$ cat config.mk
export PLATFORM = sky130hd
export DESIGN_NAME = ula_alu
export DESIGN_NICKNAME = d
export VERILOG_FILES = /design/src/rtl/ula_alu.sv
export SDC_FILE = /design/constraint.sdc
export NUM_CORES = 1
export LEC_CHECK = 0
export ABC_CLOCK_PERIOD_IN_PS = 11700
export BUFFER_PORTS_ARGS = -buffer_cell sky130_fd_sc_hd__buf_4
export CORE_MARGIN = 4
export CORE_UTILIZATION = 25
export CTS_CLUSTER_SIZE = 16
export DETAILED_ROUTE_END_ITERATION = 8
export GPL_TIMING_DRIVEN = 1
export PLACE_DENSITY_LB_ADDON = 0.3
export SLEW_MARGIN = 0
export SYNTH_ARGS = -nofsm -noshare
export SYNTH_HDL_FRONTEND = slang
export SYNTH_SLANG_ARGS = --single-unit
$ cat constraint.sdc
create_clock -name clk -period 11.7 [get_ports clk]
set_input_delay 1.17 -clock clk [delete_from_list [all_inputs] [get_ports clk]]
set_output_delay 1.17 -clock clk [all_outputs]
set_load 0.005 [all_outputs]
$ cat src/rtl/ula_alu.sv
// Purpose : integer ALU for the single-cycle MIPS datapath (add, sub, and, or, signed slt).
// Latency : one clock; result and flags are registered together on the rising clk edge.
// Backpressure: none; new operands are accepted every cycle and outputs hold between edges.
//
// Ports:
//   clk        - system clock, all state updates on the rising edge
//   rst_n      - synchronous active-low reset (ALUResult=0, Zero=1, Overflow=0)
//   A, B       - operands (rs, rt/immediate), WIDTH bits
//   ALUControl - operation select: 000 add, 001 sub, 010 and, 011 or, 101 slt, others -> 0
//   ALUResult  - registered result
//   Zero       - registered, high when ALUResult is all zeros
//   Overflow   - registered signed overflow of add/sub, low for every other code
module ula_alu #(
    parameter int WIDTH = 32
) (
    input  logic             clk,
    input  logic             rst_n,
    input  logic [WIDTH-1:0] A,
    input  logic [WIDTH-1:0] B,
    input  logic [2:0]       ALUControl,
    output logic [WIDTH-1:0] ALUResult,
    output logic             Zero,
    output logic             Overflow
);

    localparam int MSB = WIDTH - 1;

    typedef enum logic [2:0] {
        OP_ADD  = 3'b000,
        OP_SUB  = 3'b001,
        OP_AND  = 3'b010,
        OP_OR   = 3'b011,
        OP_RSV4 = 3'b100,
        OP_SLT  = 3'b101,
        OP_RSV6 = 3'b110,
        OP_RSV7 = 3'b111
    } alu_op_t;

    // Everything that is registered at the edge travels as one bundle so the
    // flags can never drift out of step with the result they describe.
    typedef struct packed {
        logic [WIDTH-1:0] result;
        logic             zero;
        logic             overflow;
    } alu_out_t;

    alu_op_t    op;
    logic [WIDTH-1:0] sum;
    logic [WIDTH-1:0] diff;
    logic             add_ovf;
    logic             sub_ovf;
    logic             slt_bit;
    alu_out_t         nxt;
    alu_out_t         cur;

    assign op = alu_op_t'(ALUControl);

    // Both arithmetic paths are always computed; sub is reused by slt.
    assign sum  = A + B;
    assign diff = A - B;

    // Add overflows when the operands agree in sign and the sum disagrees.
    assign add_ovf = (A[MSB] == B[MSB]) && (sum[MSB] != A[MSB]);
    // Sub overflows when the operands differ in sign and the difference's
    // sign departs from A.
    assign sub_ovf = (A[MSB] != B[MSB]) && (diff[MSB] != A[MSB]);

    // The raw sign of A-B lies exactly when the subtraction overflows, so
    // flipping it by the overflow bit gives the true signed A < B.
    assign slt_bit = diff[MSB] ^ sub_ovf;

    always_comb begin
        nxt.result   = '0;
        nxt.overflow = 1'b0;
        case (op)
            OP_ADD: begin
                nxt.result   = sum;
                nxt.overflow = add_ovf;
            end
            OP_SUB: begin
                nxt.result   = diff;
                nxt.overflow = sub_ovf;
            end
            OP_AND:  nxt.result = A & B;
            OP_OR:   nxt.result = A | B;
            OP_SLT:  nxt.result = {{(WIDTH-1){1'b0}}, slt_bit};
            default: begin
                nxt.result   = '0;
                nxt.overflow = 1'b0;
            end
        endcase
        // Zero is derived from the value about to be registered, which keeps
        // Zero == (ALUResult == 0) true after every edge, reset included.
        nxt.zero = (nxt.result == '0);
    end

    always_ff @(posedge clk) begin
        if (!rst_n) begin
            cur.result   <= '0;
            cur.zero     <= 1'b1;
            cur.overflow <= 1'b0;
        end else begin
            cur <= nxt;
        end
    end

    assign ALUResult = cur.result;
    assign Zero      = cur.zero;
    assign Overflow  = cur.overflow;

endmodule

## Word level (Yosys, flattened, before mapping)

Cells that the tools add are included.

- Add/sub/neg operators: 2
- Eq/ne operators: 8
- Mux-type cells: 2
- Bitwise gates (word level): 3
- Reduce and logical (&&, ||, !) cells: 4

Operator list:

| kind | count |
|---|---|
| 32-bit case mux with 5 select lines | 1 |
| 32-bit adder | 1 |
| 32-bit AND | 1 |
| 32-bit zero test | 1 |
| 32-bit bitwise OR | 1 |
| 32-bit subtractor | 1 |
| 3-bit by 2-bit equality test with 1-bit output (second input constant) | 2 |
| 3-bit by 1-bit equality test with 1-bit output (second input constant) | 1 |
| 3-bit equality test (second input constant) | 1 |
| 3-bit zero test | 1 |
| 1-bit inequality test | 3 |
| 1-bit logical AND | 2 |
| 1-bit case mux with 2 select lines | 1 |
| 1-bit equality test | 1 |
| 1-bit bitwise XOR | 1 |

- Bits in registers: 34
- Output and inout port bits: 34
- Logic and storage cells: 22

## Depth between registers and ports, before layout

Gate-level depths: netlist of the first run.

- Word-level depth: 6
- Depth in mapped cells: 25
- Mapped depth without buffers: 24

## Least setup slack after synthesis of the first run

Ideal clock, no wire load.

- Path type: in2reg
- Start: in A[8]
- End: reg cur (netlist bit Zero)
- Setup time: 96 ps
- Arrival: 5343 ps
- Required time: 11604 ps
- Setup slack: 6261 ps
- Stages on the path: 24
- Buffers on the path: 1
- Path through: inv_1 ha_1 buf_4 or4_1 a211oi_1 o21ai_0 a31oi_1 nor3_1 nor4_1 o21bai_1 a21oi_1 nor2_1 fa_1 nand3_1 a21oi_1 o21ba_2 o21ai_0 nor3_1 nand4_1 a211oi_1 nand4b_1 nor4b_2 nand4_1 o41ai_2

- Cells in the longest elaborated chain, start to end: 6
- Elaborated cells on any way between the ends: 9

Ends and longest elaborated chain:

| element | line | source |
|---|---|---|
| start, declared | 18 | `input logic [WIDTH-1:0] A,` |
| 32-bit subtractor | 60 | `assign diff = A - B;` |
| 1-bit inequality test | 66 | `assign sub_ovf = (A[MSB] != B[MSB]) && (diff[MSB] != A[MSB]);` |
| 1-bit logical AND | 66 |  |
| 1-bit bitwise XOR | 70 | `assign slt_bit = diff[MSB] ^ sub_ovf;` |
| 32-bit case mux with 5 select lines (*) | 75 | `case (op)` |
| 32-bit zero test (*) | 94 | `nxt.zero = (nxt.result == '0);` |
| end signal, assigned | 103 | `cur <= nxt;` |
| end, declared | 54 | `alu_out_t cur;` |

Every way passes the cells marked *; elsewhere a longest branch is shown, timed or not.
A chain may end at the register's enable or synchronous reset.

## Final worst setup path of the first run

- Start: in A[10]
- End: reg cur (netlist bit Zero)

The elaborated chain is that of the path after synthesis.

==> results of run 1 <==
layer usage:
metal / vias to the layer above / wire, um
met1: 2992 / 10200
li1: 3168 / -
met3: 38 / 1980
met2: 305 / 9860
met4: 0 / 439
met5: - / 0
final timing paths:
kind,from,endpoint,cells after the start
setup / recovery,A[10],Zero,24
hold / removal,rst_n,Zero,2
synthesized netlist by cell type, types with 5 or more instances:
library cell | instances | share of area, %
o311ai_0 | 6 | 0.87
nand4_1 | 8 | 0.83
and3_1 | 5 | 0.52
a31oi_1 | 7 | 0.72
clkbuf_1 | 35 | 2.2
o21a_1 | 5 | 0.62
and2_1 | 15 | 1.5
a211oi_1 | 23 | 2.9
nand3_1 | 13 | 1.1
a21oi_1 | 88 | 7.3
dfxtp_1 | 34 | 11
inv_1 | 91 | 5.6
nor2b_1 | 8 | 0.83
o21ai_0 | 45 | 3.7
o22ai_1 | 10 | 1.0
o21bai_1 | 10 | 1.2
a21o_1 | 9 | 1.1
nor3_1 | 19 | 1.6
nand2b_1 | 12 | 1.2
o31a_1 | 5 | 0.72
buf_2 | 6 | 0.50
nand2_1 | 53 | 3.3
o211ai_1 | 14 | 1.7
or3_1 | 11 | 1.1
xnor2_1 | 19 | 2.7
nor4_1 | 10 | 1.0
mux2i_1 | 5 | 0.83
o31ai_1 | 12 | 1.5
ha_1 | 104 | 21
nor2_1 | 72 | 4.5
a211o_1 | 6 | 0.87
or2_2 | 6 | 0.62
worst max-delay path, cell delays in order:
cell	delay [ps]
buf_4	100
inv_1	40
ha_1	460
or4_1	570
a211oi_1	410
o21ai_0	140
a31oi_1	310
nor3_1	130
nor4_1	370
o21bai_1	100
a21oi_1	140
nor2_1	70
fa_1	350
nand3_1	80
a21oi_1	90
o21ba_2	220
o21ai_0	70
nor3_1	200
nand4_1	130
a211oi_1	200
nand4b_1	160
nor4b_2	300
nand4_1	140
o41ai_2	280
logic make-up (layout without fill, tap and decap cells):
family / Yosys count / count (layout) / share of synthesized area (%)
AOI/OAI and AO/OA: 289 / 289 / 31.9
xor gates and xnor gates: 22 / 22 / 3.18
adders and majority gates: 107 / 107 / 22.5
buffers and inverters: 140 / 209 / 8.93
DFF: 34 / 34 / 11.2
muxes: 6 / 6 / 1.20
and+or+nand+nor: 252 / 252 / 21.1
per-stage QoR:
step	hold slack, ps	total power [W]	area, um2
after floorplan	1290	0.000322	6050
after global placement	1450	0.000425	7070
after detailed placement	1460	0.000424	7070
after CTS	1150	0.000606	7270
after global routing	1160	0.000645	7270
final	1160	0.000608	7270
area by class of cell:
| cell class | count | area [um2] | area share, % |
|---|---|---|---|
| Multi-Input combinational cell | 676 | 4830 | 66.5 |
| Tap cell | 319 | 399 | 5.49 |
| Inverter | 93 | 349 | 4.80 |
| Sequential cell | 34 | 681 | 9.37 |
| Timing Repair Buffer | 108 | 811 | 11.2 |
| Clock inverter | 3 | 68.8 | 0.947 |
| Clock buffer | 5 | 125 | 1.72 |
registers in the layout, summed over array words and instances (netlist names):
signal	flops
ALUResult	32
Overflow	1
Zero	1
power by group:
| part | leakage [nW] | total, W | internal [W] | switching [W] |
|---|---|---|---|---|
| Sequential | 0.279 | 0.000127 | 0.000124 | 0.00000251 |
| Clock | 0.0940 | 0.000180 | 0.000123 | 0.0000577 |
| Combinational | 2.96 | 0.000301 | 0.000120 | 0.000181 |
==> flow_summary_export.csv, run 1 <==
group,metric,value,unit
run_status,status,"finished, final reports clean",
detailed_routing,dr.first_iter.drc_count,568,
run,maxCapViolCount,0,
layout,nets,1094,
global_routing,busiest_layer,"met2",
global_routing,use_met3,2.73,%
layout,fin_cells,1238,
logic_synthesis,ys.flop_type,"dfxtp_1",
global_routing,grt_max_degree,63,
timing,timing.setup.tns,0,ps
logic_synthesis,synthArstFlopShare,0,%
detailed_routing,drt_wl_total,22500,um
die,rows,56,
detailed_routing,routed_via_density,5.25,
critical_path,critPathKind,"input port to flop",
detailed_routing,drt_pass1_iterations,5,
layout,fillers,2686,
worst_hold_path,hold_class,"input port to flop",
die,die_area,0.0268,mm2
timing,fmax,166,MHz
layout,drive_gt1_share,15.0,%
placed_design,hpwl,18300,um
logic_synthesis,synth.cell_area,0.00605,mm2
logic_synthesis,ys_seq_elements,34,
detailed_routing,postRouteAntennaNets,0,
timing,tightest_slew,908,ps
die,core_area,0.0237,mm2
die,initial_utilization,25.6,%
power,p_leak,3.33,nW
logic_synthesis,synth-edff-count,0,
logic_synthesis,syn_area_per_cell,7.12,um2
die,chipWidth,164,um
power,p_per_area,83.7,mW/mm2
layout,final_cell_mix,"buf_4, ha_1, inv_1",
placed_design,gp_congestion,0.916,
critical_path,crit_path_end_kind,"flop",
cts,cts_num_sinks,34,
logic_synthesis,yosysSeqAreaShare,11.2,%
cts,postCtsSetupBuffers,0,
layout,final_common_cell,"buf_4",
timing,fin_ws,5660,ps
die,die_h,164,um
global_routing,grt_pass1_vias,6237,
cts,cts_resized,0,
global_routing,grt_overflow,0,
placed_design,place_ws,5510,ps
cts,htreeDepth,2,
critical_path,critical_path_arrival,6250,ps
logic_synthesis,synth_cells,850,
timing,relSlewSlack,38.9,%
timing,finalSetupViolCount,0,
logic_synthesis,synth_nets,1026,
timing,rsz0062_at_grt,"false",
timing,finalCriticalPeriod,6040,ps
global_routing,antenna_found_initial,0,
critical_path,path_max_fanout,13,
logic_synthesis,yosys.cell_types.count,78,
logic_synthesis,ys.warnings.count,0,
detailed_routing,vias,6503,
cts,cts_tree,"done",
cts,hold_buffers,0,
global_routing,grt_use_met1,23.1,%
timing,hold_viol_final,0,
die,io_pins,103,
placed_design,io_buffers,102,
cts,root_buffer,"clkbuf_16",
timing,post-route-period-util,51.6,%
detailed_routing,drc,0,
placed_design,dp.cells,1230,
global_routing,met2_usage,25.9,%
critical_path,start_kind,"input port",
critical_path,cp.required,11910,ps
global_routing,grt_pass1_wl,35200,um
layout,syn2layout_area_growth,20.0,%
power,peakVddDrop,0.0411,mV
detailed_routing,wl_per_cell,18.2,um
cts,cts_buffer_depth,2,
global_routing,track_usage,16.3,%
layout,diodes,0,
layout,final_util,30.7,%
cts,cts_buffers,5,
timing,slew_viol_final,0,
cts,clk_pin_slew,70,ps
No activity file was read; power rests on OpenSTA's default activity.
==> inputs of run 2 (changes only) <==
ABC_CLOCK_PERIOD_IN_PS = 4870   (was 11700)
clock period = 4.87 ns   (was 11.7 ns; I/O delays follow)
==> flow_summary_export.csv, run 2 (synthesis gave the netlist of run 1 again) <==
group,metric,value,unit
run_status,status,"finished, final reports clean",
timing,rsz0062_at_grt,"false",
detailed_routing,drt_pass1_iterations,5,
critical_path,cp.required,5070,ps
global_routing,antenna_found_initial,0,
die,chipWidth,164,um
timing,hold_viol_final,0,
timing,finalCriticalPeriod,4520,ps
die,die_area,0.0268,mm2
placed_design,place_area,0.00785,mm2
die,rows,56,
die,die_h,164,um
layout,design_area,0.00817,mm2
worst_hold_path,hold_class,"input port to flop",
power,p_leak,3.84,nW
detailed_routing,routed_via_density,5.12,
critical_path,crit_path_start,"B[7]",
critical_path,start_kind,"input port",
layout,final_common_cell,"buf_4",
power,peakVddDrop,0.111,mV
layout,final_cell_mix,"buf_4, ha_1, a21oi_1",
timing,fmax,221,MHz
timing,tightest_slew,958,ps
global_routing,grt_pass1_vias,6807,
critical_path,cp_num_buf_inv,2,
layout,nets,1197,
critical_path,critPathKind,"input port to flop",
placed_design,io_buffers,102,
layout,fillers,2610,
cts,postCtsSetupBuffers,0,
timing,finalSetupViolCount,0,
detailed_routing,drt_wl_total,23500,um
timing,post-route-period-util,92.9,%
critical_path,worstPathCellList,"buf_4 -> inv_2 -> ha_4 -> or4_4 -> a211oi_4 -> o21ai_2 -> a31oi_4 -> nor3_4 -> nor4_2 -> o21bai_1 -> a21oi_1 -> nor2_1 -> fa_1 -> nand3_1 -> a21oi_1 -> o21ba_2 -> o21ai_1 -> nor3_1 -> nand4_1 -> a211oi_2 -> nand4b_1 -> nor4b_2 -> nand4_1 -> o41ai_2",
layout,syn2layout_area_growth,35.0,%
placed_design,hpwl,19600,um
timing,slew_viol_final,0,
run,maxCapViolCount,0,
layout,diodes,0,
layout,largest_reg_flops,32,
cts,clk_pin_slew,70,ps
global_routing,track_usage,17.2,%
die,initial_utilization,25.6,%
detailed_routing,vias,6867,
timing,fin_ws,347,ps
critical_path,critical-path-max-stage-delay,560,ps
critical_path,path_delay_family,"simple AND/OR/NAND/NOR gates",
cts,cts_num_sinks,34,
critical_path,path_max_fanout,2,
power,p_per_area,192,mW/mm2
critical_path,critPathSlowestCell,"or4_4",
detailed_routing,drc,0,
cts,cts_buffers,5,
placed_design,gp_congestion,0.906,
cts,cts_buffer_depth,2,
critical_path,crit_path_end_kind,"flop",
die,core_area,0.0237,mm2
timing,relSlewSlack,35.9,%
global_routing,grt_max_degree,58,
timing,timing.setup.tns,0,ps
cts,root_buffer,"clkbuf_16",
global_routing,grt_pass1_wl,37100,um
timing,holdWs,476,ps
critical_path,critical_path_arrival,4720,ps
layout,drive_gt1_share,25.7,%
detailed_routing,postRouteAntennaNets,0,
global_routing,grt_overflow,0,
detailed_routing,wl_per_cell,17.5,um
cts,htreeDepth,2,
placed_design,place_ws,-435,ps
detailed_routing,dr.first_iter.drc_count,602,
cts,cts_tree,"done",
die,io_pins,103,
worst_hold_path,min_from,"rst_n",
-- run 2: repair_timing --
action | CTS | global route
cloned | 0 | 0
resized for setup | 3 | 26
pin swaps | 3 | 15
hold endpoints to repair | 0 | 0
endpoints found under the setup margin | 1 | 1
hold buffers | 0 | 0
-- run 2: power breakdown --
group	switching, W	total, W	internal, W
Combinational	0.000468	0.000833	0.000365
Clock	0.000135	0.000430	0.000294
Sequential	0.00000614	0.000305	0.000299
-- run 2: worst paths after layout --
check | depth (start not counted) | endpoint | slack (ps)
worst max-delay path | 24 | Zero | 350
worst min-delay path | 2 | Zero | 480
-- run 2: final cells by class --
cell class	instances	area, um2	share of cell area, %
multi-input combinational	676	4960	60.8
timing repair buffer	211	1580	19.4
sequential	34	681	8.33
tap	319	399	4.88
inverter	93	349	4.27
clock buffer	5	125	1.53
clock inverter	3	68.8	0.842
-- run 2: metal layers --
metal | track usage (%) | share of wire (%) | up-vias
met5 | 0 | 0 | -
li1 | - | - | 3381
met4 | 4.35 | 2.6 | 0
met1 | 23.9 | 45 | 3159
met3 | 2.88 | 7.9 | 41
met2 | 27.6 | 44 | 286
-- run 2: stage by stage --
| step | instances | power (W) | utilization, % |
|---|---|---|---|
| 2_1_floorplan | 850 | 0.000774 | - |
| 3_3_place_gp | 1333 | 0.00111 | 33.1 |
| 3_5_place_dp | 1333 | 0.00111 | 33.1 |
| 4_1_cts | 1341 | 0.00155 | 34.0 |
| 5_1_grt | 1341 | 0.00166 | 34.5 |
| 6_report | 1341 | 0.00157 | 34.5 |
